**src/rtl/log_mult_pkg.sv**
```systemverilog
// Shared types for the log-multiplier scheduler: operand/result types, the S1
// pipeline entry, and a leading-one helper used by the multiplier.
package log_mult_pkg;

  localparam int OP_W     = 8;
  localparam int RES_W    = 16;
  localparam int ID_MAX_W = 3;

  typedef logic signed [OP_W-1:0]  op_t;
  typedef logic signed [RES_W-1:0] res_t;

  // id is sized for the largest supported requester count (8)
  typedef struct packed {
    logic                valid;
    logic [ID_MAX_W-1:0] id;
    op_t                 a;
    op_t                 b;
  } s1_t;

  function automatic logic [2:0] lead_one(input logic [OP_W-1:0] v);
    lead_one = '0;
    for (int i = 0; i < OP_W; i++) begin
      if (v[i]) lead_one = 3'(i);
    end
  endfunction

endpackage

```
**src/rtl/log_multiplier.sv**
```systemverilog
// Combinational signed 8x8 Mitchell logarithmic multiplier: exact for powers of
// two, approximate otherwise. Zero on either operand gives zero.
module log_multiplier
  import log_mult_pkg::*;
(
  input  op_t  A,
  input  op_t  B,
  output res_t P
);

  logic [OP_W-1:0] mag_a, mag_b;
  logic [2:0]      k_a, k_b;
  logic [6:0]      frac_a, frac_b;
  logic [10:0]     l_sum;
  logic [3:0]      charac;
  logic [15:0]     mant, mag_p;

  always_comb begin
    mag_a  = A[OP_W-1] ? -A : A;
    mag_b  = B[OP_W-1] ? -B : B;
    k_a    = lead_one(mag_a);
    k_b    = lead_one(mag_b);
    frac_a = 7'(mag_a << (3'd7 - k_a));
    frac_b = 7'(mag_b << (3'd7 - k_b));
    // log2 approximations as k.frac fixed point, summed then linearly antilogged
    l_sum  = {1'b0, k_a, frac_a} + {1'b0, k_b, frac_b};
    charac = l_sum[10:7];
    mant   = {8'd0, 1'b1, l_sum[6:0]};
    if (charac >= 4'd7) mag_p = mant << (charac - 4'd7);
    else                mag_p = mant >> (4'd7 - charac);
    if (mag_a == '0 || mag_b == '0) P = '0;
    else if (A[OP_W-1] ^ B[OP_W-1]) P = -res_t'(mag_p);
    else                             P = res_t'(mag_p);
  end

endmodule

```
**src/rtl/rr_arbiter.sv**
```systemverilog
// Combinational round-robin arbiter: searches from ptr+1 (wrapping) and picks the
// first active request, giving a one-hot win vector and its index.
module rr_arbiter #(
  parameter int N_REQ = 4,
  parameter int IDX_W = $clog2(N_REQ)
) (
  input  logic [N_REQ-1:0] req,
  input  logic [IDX_W-1:0] ptr,
  output logic [N_REQ-1:0] win,
  output logic [IDX_W-1:0] win_idx
);

  logic [IDX_W-1:0] cand;
  logic             found;

  always_comb begin
    win     = '0;
    win_idx = '0;
    found   = 1'b0;
    cand    = ptr;
    for (int off = 0; off < N_REQ; off++) begin
      cand = (cand == IDX_W'(N_REQ - 1)) ? '0 : cand + 1'b1;
      if (!found && req[cand]) begin
        found        = 1'b1;
        win[cand]    = 1'b1;
        win_idx      = cand;
      end
    end
  end

endmodule

```
**src/rtl/log_mult_scheduler.sv**
```systemverilog
// Round-robin scheduler sharing one log_multiplier among N_REQ requesters through
// a two-stage pipeline (S1 operands, S2 tagged result) with response backpressure.
module log_mult_scheduler
  import log_mult_pkg::*;
#(
  parameter int N_REQ = 4,
  parameter int ID_W  = $clog2(N_REQ)
) (
  input  logic                      clk,
  input  logic                      rst_n,
  input  logic [N_REQ-1:0]          req_valid,
  input  logic [N_REQ-1:0][OP_W-1:0] req_a,
  input  logic [N_REQ-1:0][OP_W-1:0] req_b,
  output logic [N_REQ-1:0]          req_ready,
  output logic                      rsp_valid,
  output logic [ID_W-1:0]           rsp_id,
  output res_t                      rsp_result,
  input  logic                      rsp_ready,
  output logic                      busy
);

  s1_t              s1_q, s1_d;
  logic             s2_valid_q, s2_valid_d;
  logic [ID_W-1:0]  s2_id_q, s2_id_d;
  res_t             s2_res_q, s2_res_d;
  logic [ID_W-1:0]  ptr_q, ptr_d;

  logic             s1_adv, s2_adv, hs;
  logic [N_REQ-1:0] win;
  logic [ID_W-1:0]  win_idx;
  res_t             mult_out;
  logic             unused_id_bits;

  rr_arbiter #(.N_REQ(N_REQ), .IDX_W(ID_W)) u_arb (
    .req     (req_valid),
    .ptr     (ptr_q),
    .win     (win),
    .win_idx (win_idx)
  );

  log_multiplier u_mult (
    .A (s1_q.a),
    .B (s1_q.b),
    .P (mult_out)
  );

  always_comb begin
    s2_adv    = !s2_valid_q || rsp_ready;
    s1_adv    = !s1_q.valid || s2_adv;
    // rst_n gate keeps grants off while reset is held
    req_ready = win & {N_REQ{s1_adv & rst_n}};
    hs        = |req_ready;

    s1_d       = s1_q;
    ptr_d      = ptr_q;
    s2_valid_d = s2_valid_q;
    s2_id_d    = s2_id_q;
    s2_res_d   = s2_res_q;

    if (hs) begin
      s1_d.valid = 1'b1;
      s1_d.id    = ID_MAX_W'(win_idx);
      s1_d.a     = req_a[win_idx];
      s1_d.b     = req_b[win_idx];
      ptr_d      = win_idx;
    end else if (s1_adv) begin
      s1_d.valid = 1'b0;
    end

    if (s2_adv) begin
      s2_valid_d = s1_q.valid;
      s2_id_d    = ID_W'(s1_q.id);
      s2_res_d   = mult_out;
    end
  end

  always_ff @(posedge clk or negedge rst_n) begin
    if (!rst_n) begin
      s1_q       <= '0;
      s2_valid_q <= 1'b0;
      s2_id_q    <= '0;
      s2_res_q   <= '0;
      ptr_q      <= ID_W'(N_REQ - 1);
    end else begin
      s1_q       <= s1_d;
      s2_valid_q <= s2_valid_d;
      s2_id_q    <= s2_id_d;
      s2_res_q   <= s2_res_d;
      ptr_q      <= ptr_d;
    end
  end

  assign unused_id_bits = ^s1_q.id;

  assign rsp_valid  = s2_valid_q;
  assign rsp_id     = s2_id_q;
  assign rsp_result = s2_res_q;
  assign busy       = s1_q.valid | s2_valid_q;

endmodule

```
**config.mk**
```make
export PLATFORM = sky130hd
export DESIGN_NAME = log_mult_scheduler
export DESIGN_NICKNAME = d
export VERILOG_FILES = /design/src/rtl/log_mult_pkg.sv /design/src/rtl/log_multiplier.sv /design/src/rtl/rr_arbiter.sv /design/src/rtl/log_mult_scheduler.sv
export SDC_FILE = /design/constraint.sdc
export NUM_CORES = 1
export LEC_CHECK = 0
export CAP_MARGIN = 20
export CORE_UTILIZATION = 41
export DETAILED_ROUTE_END_ITERATION = 6
export GPL_TIMING_DRIVEN = 1
export SYNTH_ARGS = -nofsm -noshare
export SYNTH_HDL_FRONTEND = slang
export SYNTH_HIERARCHICAL = 1
export SYNTH_SLANG_ARGS = --single-unit
export TNS_END_PERCENT = 100
```
**constraint.sdc**
```tcl
create_clock -name clk -period 7.6 [get_ports clk]
set_input_delay 1.14 -clock clk [delete_from_list [all_inputs] [get_ports clk]]
set_output_delay 1.14 -clock clk [all_outputs]
set_load 0.01 [all_outputs]
```
==> flow_summary.yaml, run 1 <==
die:
  die_area_sq_um: 13700
  fp.dieH_um: 117
  dieWidth_um: 117
  ios: 95
  rows: 41
  start_util_pct: 42.4
  core_area_sq_um: 12800
critical_path:
  crit_path_end_kind: "flop"
  slowest_delay_ns: 0.48
  startpoint_type: "flop"
  r2r_setup_slack_ns: 0.54
  worstReg2RegStart: "s1_q[0]"
  reg2regPathDepth: 30
  worst_path_max_delay_cell: "fa_1"
  cp.required_ns: 7.81
  worst_r2r_endpoint: "rsp_result[15]"
  arrival_ns: 7.28
  worstSetupPathType: "flop to flop"
  crit_fanout: 12
  crit_top_cell: "nand2_1"
clock_tree:
  clk_pin_slew_worst_paths_ns: 0.06
  cts.sinks: 40
  ctsHoldBuffers: 0
  cts_tree: "done"
  htreeDepth: 2
  cts-root-buf: "clkbuf_16"
  insertion_delay_ns: 0.28
  cts_buffers: 5
  clockBufferDepth: 2
yosys:
  synth_top_area_share_pct: 17.6
  syn_area_per_cell_sq_um: 8.00
  yosys_warnings: 6
  yosysUniqueCellTypes: 94
  synth.area.top_cells: "dfrtp_1, nand2_1, mux4_2"
  async_reset_ff_share_pct: 100
  synth_edf_count: 0
  ys.flop_type: "dfrtp_1"
  yosysSeqAreaShare_pct: 18.5
  netlist_top_cells_count: "nand2_1, nor2_1, o21ai_0"
  yosysMostFrequentCell: "nand2_1"
  syn_inst: 677
  ys_ff_latch: 40
  yosys.area.top_type: "dfrtp_1"
  syn-cell-area_sq_um: 5420
global_route:
  grtUsageTotal_pct: 22.8
  grt.overflow.total: 0
  grt_max_degree: 44
  antenna_found_initial: 0
  grt_pass1_wl_mm: 24.8
  grt_pass1_vias: 5162
drt:
  firstDrtPassIters: 5
  detail-route-antenna-nets: 0
  vias_per_cell: 5.80
  wl_mm: 15.3
  dr.first_iter.drc_count: 296
  vias: 5448
  detail_route.wl_per_cell_um: 16.3
  drt_drc_violations_left: 0
placement:
  gp_congestion: 0.933
  dpl_cell_area_sq_um: 6560
  dp_hpwl_mm: 12.4
  port_buffers: 94
cells_and_area:
  nNetsFinal: 865
  synthToLayoutAreaGrowth_pct: 25.0
  drive_gt1_share_pct: 15.1
  stdcell_area_sq_um: 6770
  diodes: 0
sta:
  worst_slew_pin_slew_ns: 1.01
  setup_tns_ns: 0
  max_slew_margin_pct: 32.7
  clock.fmax_ghz: 0.142
  post-route-period-util_pct: 92.9
  post-route-min-period_ns: 7.06
  setup_viol: 0
  rsz0062_at_grt: "no"
  finalMaxSlewViolations: 0
  skew_ns: 0.00764
  finalHoldViolCount: 0
hold_path:
  min_path_type: "flop to flop"
  hold-path-cell-count: 2
  hold_end: "rsp_result[10]"
  hp-start: "rsp_result[10]"
job:
  drv_cap: 0
outcome:
  outcome: "complete, no violations"
-- worst max-delay path by stage --
stage,startpoint,end,slack [ns],cells past startpoint
floorplan,s1_q[0],rsp_result[14],0.78,32
global placement,s1_q[0],rsp_result[15],0.49,31
detailed placement,s1_q[0],rsp_result[15],0.40,30
CTS,s1_q[0],rsp_result[15],0.39,30
global route,s1_q[0],rsp_result[14],0.02,33
finish,s1_q[0],rsp_result[15],0.54,30
-- worst max-delay path, delay by kind of cell (launching register included) --
family | cells | cell delay [ns]
xor gates and xnor gates | 1 | 0.23
muxes | 1 | 0.12
adders and majority gates | 4 | 1.37
buffers and inverters | 4 | 0.56
and+or+nand+nor | 12 | 2.36
AOI/OAI and AO/OA | 8 | 1.92
DFF | 1 | 0.44
-- per-stage QoR --
| stage | util [%] | hold slack (ns) | std cells | setup slack [ns] |
|---|---|---|---|---|
| floorplan | - | 0.440 | 678 | 0.776 |
| global placement | 51.3 | 0.453 | 931 | 0.490 |
| detailed placement | 51.4 | 0.457 | 932 | 0.400 |
| CTS | 52.8 | 0.470 | 939 | 0.389 |
| global route | 53.0 | 0.487 | 940 | 0.0205 |
| finish | 53.0 | 0.463 | 940 | 0.536 |
-- timing repair --
| action | 4_1_cts | 5_1_grt |
|---|---|---|
| resized for setup | 0 | 8 |
| endpoints found under the setup margin | 0 | 10 |
| buffers inserted | 0 | 1 |
-- layout by cell type (no fill, tap or decap), types with 11 or more instances in the layout --
master           netlist  final
mux2_2                26     26
xnor2_1               14     14
a21oi_1               24     23
nand3_1               11     11
nand2_1              117    117
nor3_1                17     17
ha_1                  25     24
dfrtp_1               38     38
clkdlybuf4s50_1        0     93
nor2_1                64     64
inv_1                 31     30
buf_4                  2     24
mux4_2                18     18
o21ai_0               39     37
xor2_1                16     16
mux2i_1               17     17
-- cell type report --
cell class / count / area (sq um)
fill: 1183 / 6000
multi-input combinational: 569 / 4110
timing repair buffer: 119 / 1130
sequential: 40 / 1000
tap: 172 / 215
inverter: 33 / 131
clock buffer: 5 / 125
clock inverter: 2 / 60.1
-- routing by layer --
metal	vias to the layer above	track usage [%]	part of all wire, %
li1	2659	-	-
met1	2576	27.9	43
met2	192	41.9	50
met3	21	2.83	4.5
met4	0	6.58	2.3
met5	-	0	0
-- kinds of logic after synthesis --
logic type                 synth area share (%)
and+or+nand+nor                            23.8
AOI/OAI and AO/OA                          23.3
buffers and inverters                      6.14
muxes                                      17.2
DFF                                        18.5
xor gates and xnor gates                   4.85
adders and majority gates                  6.14
other                                    0.0692
-- sequential cells by signal (all words and copies together), names as in the netlist --
| name | cells |
|---|---|
| rsp_result | 16 |
| rsp_id | 2 |
| rsp_valid | 1 |
| ptr_q | 2 |
| s1_q | 19 |
Power of run 1 is not shown: default switching activity piles up to over one toggle a cycle in this logic, so the estimate is an artifact.
==> run 2, diff against run 1 <==
--- a/config.mk
+++ b/config.mk
@@ -9,8 +9,8 @@
 export CORE_UTILIZATION = 41
 export DETAILED_ROUTE_END_ITERATION = 6
 export GPL_TIMING_DRIVEN = 1
+export PLACE_DENSITY = 0.65
 export SYNTH_ARGS = -nofsm -noshare
 export SYNTH_HDL_FRONTEND = slang
-export SYNTH_HIERARCHICAL = 1
 export SYNTH_SLANG_ARGS = --single-unit
 export TNS_END_PERCENT = 100
==> run 2 against run 1 <==
Clock-buffer cell count unchanged; register-to-register slack improved by 0.03 ns; wire length down 6.7%; fmax rose by 0.49%.
==> flow_summary.yaml, run 2 <==
outcome:
  outcome: "complete, no violations"
cells_and_area:
  regMostFlops: "s1_q"
  final_common_cell: "clkdlybuf4s50_1"
  fin_cells: 866
  drive_gt1_share_pct: 8.76
  synthToLayoutAreaGrowth_pct: 25.0
  nFillCells: 1133
  largest_reg_flops: 19
  diodes: 0
  final-seq-area_sq_um: 1000
  nNetsFinal: 814
  multi_input_area_sq_um: 3880
  layout_common_cells: "clkdlybuf4s50_1, nand2_1, nor2_1"
critical_path:
  crit_fanout: 12
  worst_r2r_endpoint: "rsp_result[11]"
  crit_top_cell: "inv_1"
  startpoint_type: "flop"
  crit_path_end_kind: "flop"
  worst_path_max_delay_cell: "or4b_4"
  cp.required_ns: 7.77
  reg2regPathDepth: 26
  arrival_ns: 7.20
  r2r_setup_slack_ns: 0.57
  worstSetupPathType: "flop to flop"
  slowest_delay_ns: 0.62
  worstReg2RegStart: "s1_q[8]"
hold_path:
  hold-path-cell-count: 1
  hold_end: "rsp_valid"
  min_path_type: "flop to flop"
  hp-start: "s1_q[19]"
sta:
  post-route-min-period_ns: 7.03
  max_slew_margin_pct: 47.6
  worst_slew_pin_slew_ns: 0.779
  skew_ns: 0.00890
  finalHoldViolCount: 0
  post-route-period-util_pct: 92.5
  rsz0062_at_grt: "no"
  setup_tns_ns: 0
  whs_ns: 0.493
  setup_viol: 0
  finalMaxSlewViolations: 0
  clock.fmax_ghz: 0.142
global_route:
  grt.overflow.total: 0
  grt_pass1_vias: 4990
  antenna_found_initial: 0
  grtUsageTotal_pct: 22.8
  grt_pass1_wl_mm: 23.8
  grt_max_degree: 51
yosys:
  yosysMostFrequentCell: "nand2_1"
  synth_edf_count: 0
  ys_ff_latch: 40
  synth_top_area_share_pct: 18.8
  syn_area_per_cell_sq_um: 7.95
  yosysUniqueCellTypes: 90
  yosys.area.top_type: "dfrtp_1"
  syn-cell-area_sq_um: 5070
  netlist_top_cells_count: "nand2_1, nor2_1, a21oi_1"
  yosysSeqAreaShare_pct: 19.8
  yosys_warnings: 0
  syn_inst: 638
  synth.area.top_cells: "dfrtp_1, ha_1, a211oi_1"
  async_reset_ff_share_pct: 100
  ys.flop_type: "dfrtp_1"
die:
  core_area_sq_um: 12000
  fp.dieH_um: 113
  start_util_pct: 42.2
  die_area_sq_um: 12800
  dieWidth_um: 113
  rows: 40
  ios: 95
clock_tree:
  cts_buffers: 5
  clockBufferDepth: 2
  cts_tree: "done"
  insertion_delay_ns: 0.29
  cts-root-buf: "clkbuf_16"
  cts.sinks: 40
  cts_setup_buffers: 0
  clk_pin_slew_worst_paths_ns: 0.06
  htreeDepth: 2
placement:
  dp_hpwl_mm: 11.4
  port_buffers: 94
  gp_congestion: 0.928
  dp_cells: 857
drt:
  detail-route-antenna-nets: 0
  firstDrtPassIters: 7
  detail_route.wl_per_cell_um: 16.5
  wl_mm: 14.3
  drt_drc_violations_left: 0
  vias: 5251
  dr.first_iter.drc_count: 471
  vias_per_cell: 6.06
job:
  drv_cap: 0
-- run 2: changes by cell type after synthesis, moves of 10 or more --
cell / before / now
a211oi_1: 8 / 35
nand2_1: 117 / 52
nor2b_1: 7 / 24
mux4_2: 18 / 3
inv_1: 31 / 20
mux2_2: 26 / 13
a21oi_1: 24 / 41
clkbuf_1: 15 / 25
nor2_1: 64 / 43
a21o_1: 9 / 21
-- run 2: worst max-delay path by stage --
| stage | start | end | slack [ns] | cells after the start |
|---|---|---|---|---|
| after floorplan | s1_q[8] | rsp_result[13] | 0.99 | 26 |
| after global placement | s1_q[8] | rsp_result[11] | 0.64 | 26 |
| after detailed placement | s1_q[8] | rsp_result[11] | 0.53 | 26 |
| after CTS | s1_q[8] | rsp_result[11] | 0.47 | 26 |
| after global routing | s1_q[8] | rsp_result[13] | 0.005 | 27 |
| final | s1_q[8] | rsp_result[11] | 0.57 | 26 |
-- run 2: area by class of cell --
class / count / area share (%)
inverter: 23 / 1.40
timing repair buffer: 104 / 16.3
multi-input combinational: 544 / 61.2
clock buffer: 5 / 1.98
sequential: 40 / 15.8
clock inverter: 3 / 0.375
tap: 147 / 2.90
-- run 2: kinds of logic (layout without fill, tap and decap cells) --
group,count (synthesis),after routing,share of synthesized area [%]
AO/OA/AOI/OAI,256,256,35.8
XOR/XNOR,26,26,4.64
adder cells (fa/ha/maj),25,25,6.32
buffers and inverters,55,135,4.37
flip-flops,40,40,19.8
multiplexers,40,40,9.55
other,1,2,0.0740
AND/OR/NAND/NOR,195,195,19.5
-- run 2: routing by layer --
metal  global-route usage, %  share of wire, %
met1                    27.1                42
met2                    40.7                49
met3                    3.48               5.9
met4                    9.82               3.0
met5                       0                 0
-- run 2: what timing repair did --
item	4_1_cts	5_1_grt
hold buffers	0	0
resized for setup	0	2
endpoints found under the setup margin	0	12
-- run 2: per-stage QoR --
step	util [%]	setup slack (ns)	instance area, sq um
final	52.7	0.570	6330
after global routing	52.7	0.00457	6330
after CTS	52.4	0.468	6300
after detailed placement	51.2	0.529	6150
after global placement	51.2	0.637	6150
after floorplan	-	0.992	5070
-- run 2: critical path, delay by kind of cell (launching register included) --
family          cells  cell delay [ns]
mux                 2             0.50
compound gates      8             1.77
simple gates        7             1.80
flops               1             0.45
buf+inv             5             0.87
xor+xnor            1             0.38
fa+ha+maj           3             1.16
Power of run 2 is left out for the same reason.
==> run 3, diff against run 2 <==
==> constraint.sdc (replaced) <==
create_clock -name clk -period 7.6 [get_ports clk]
set_input_delay 1.14 -clock clk [delete_from_list [all_inputs] [get_ports clk]]
set_output_delay 1.14 -clock clk [all_outputs]
set_load 0.005 [all_outputs]
==> results of run 3 <==
The final DEF is identical to that of run 2; final timing and power are the same.
Power of run 3 is left out for the same reason.
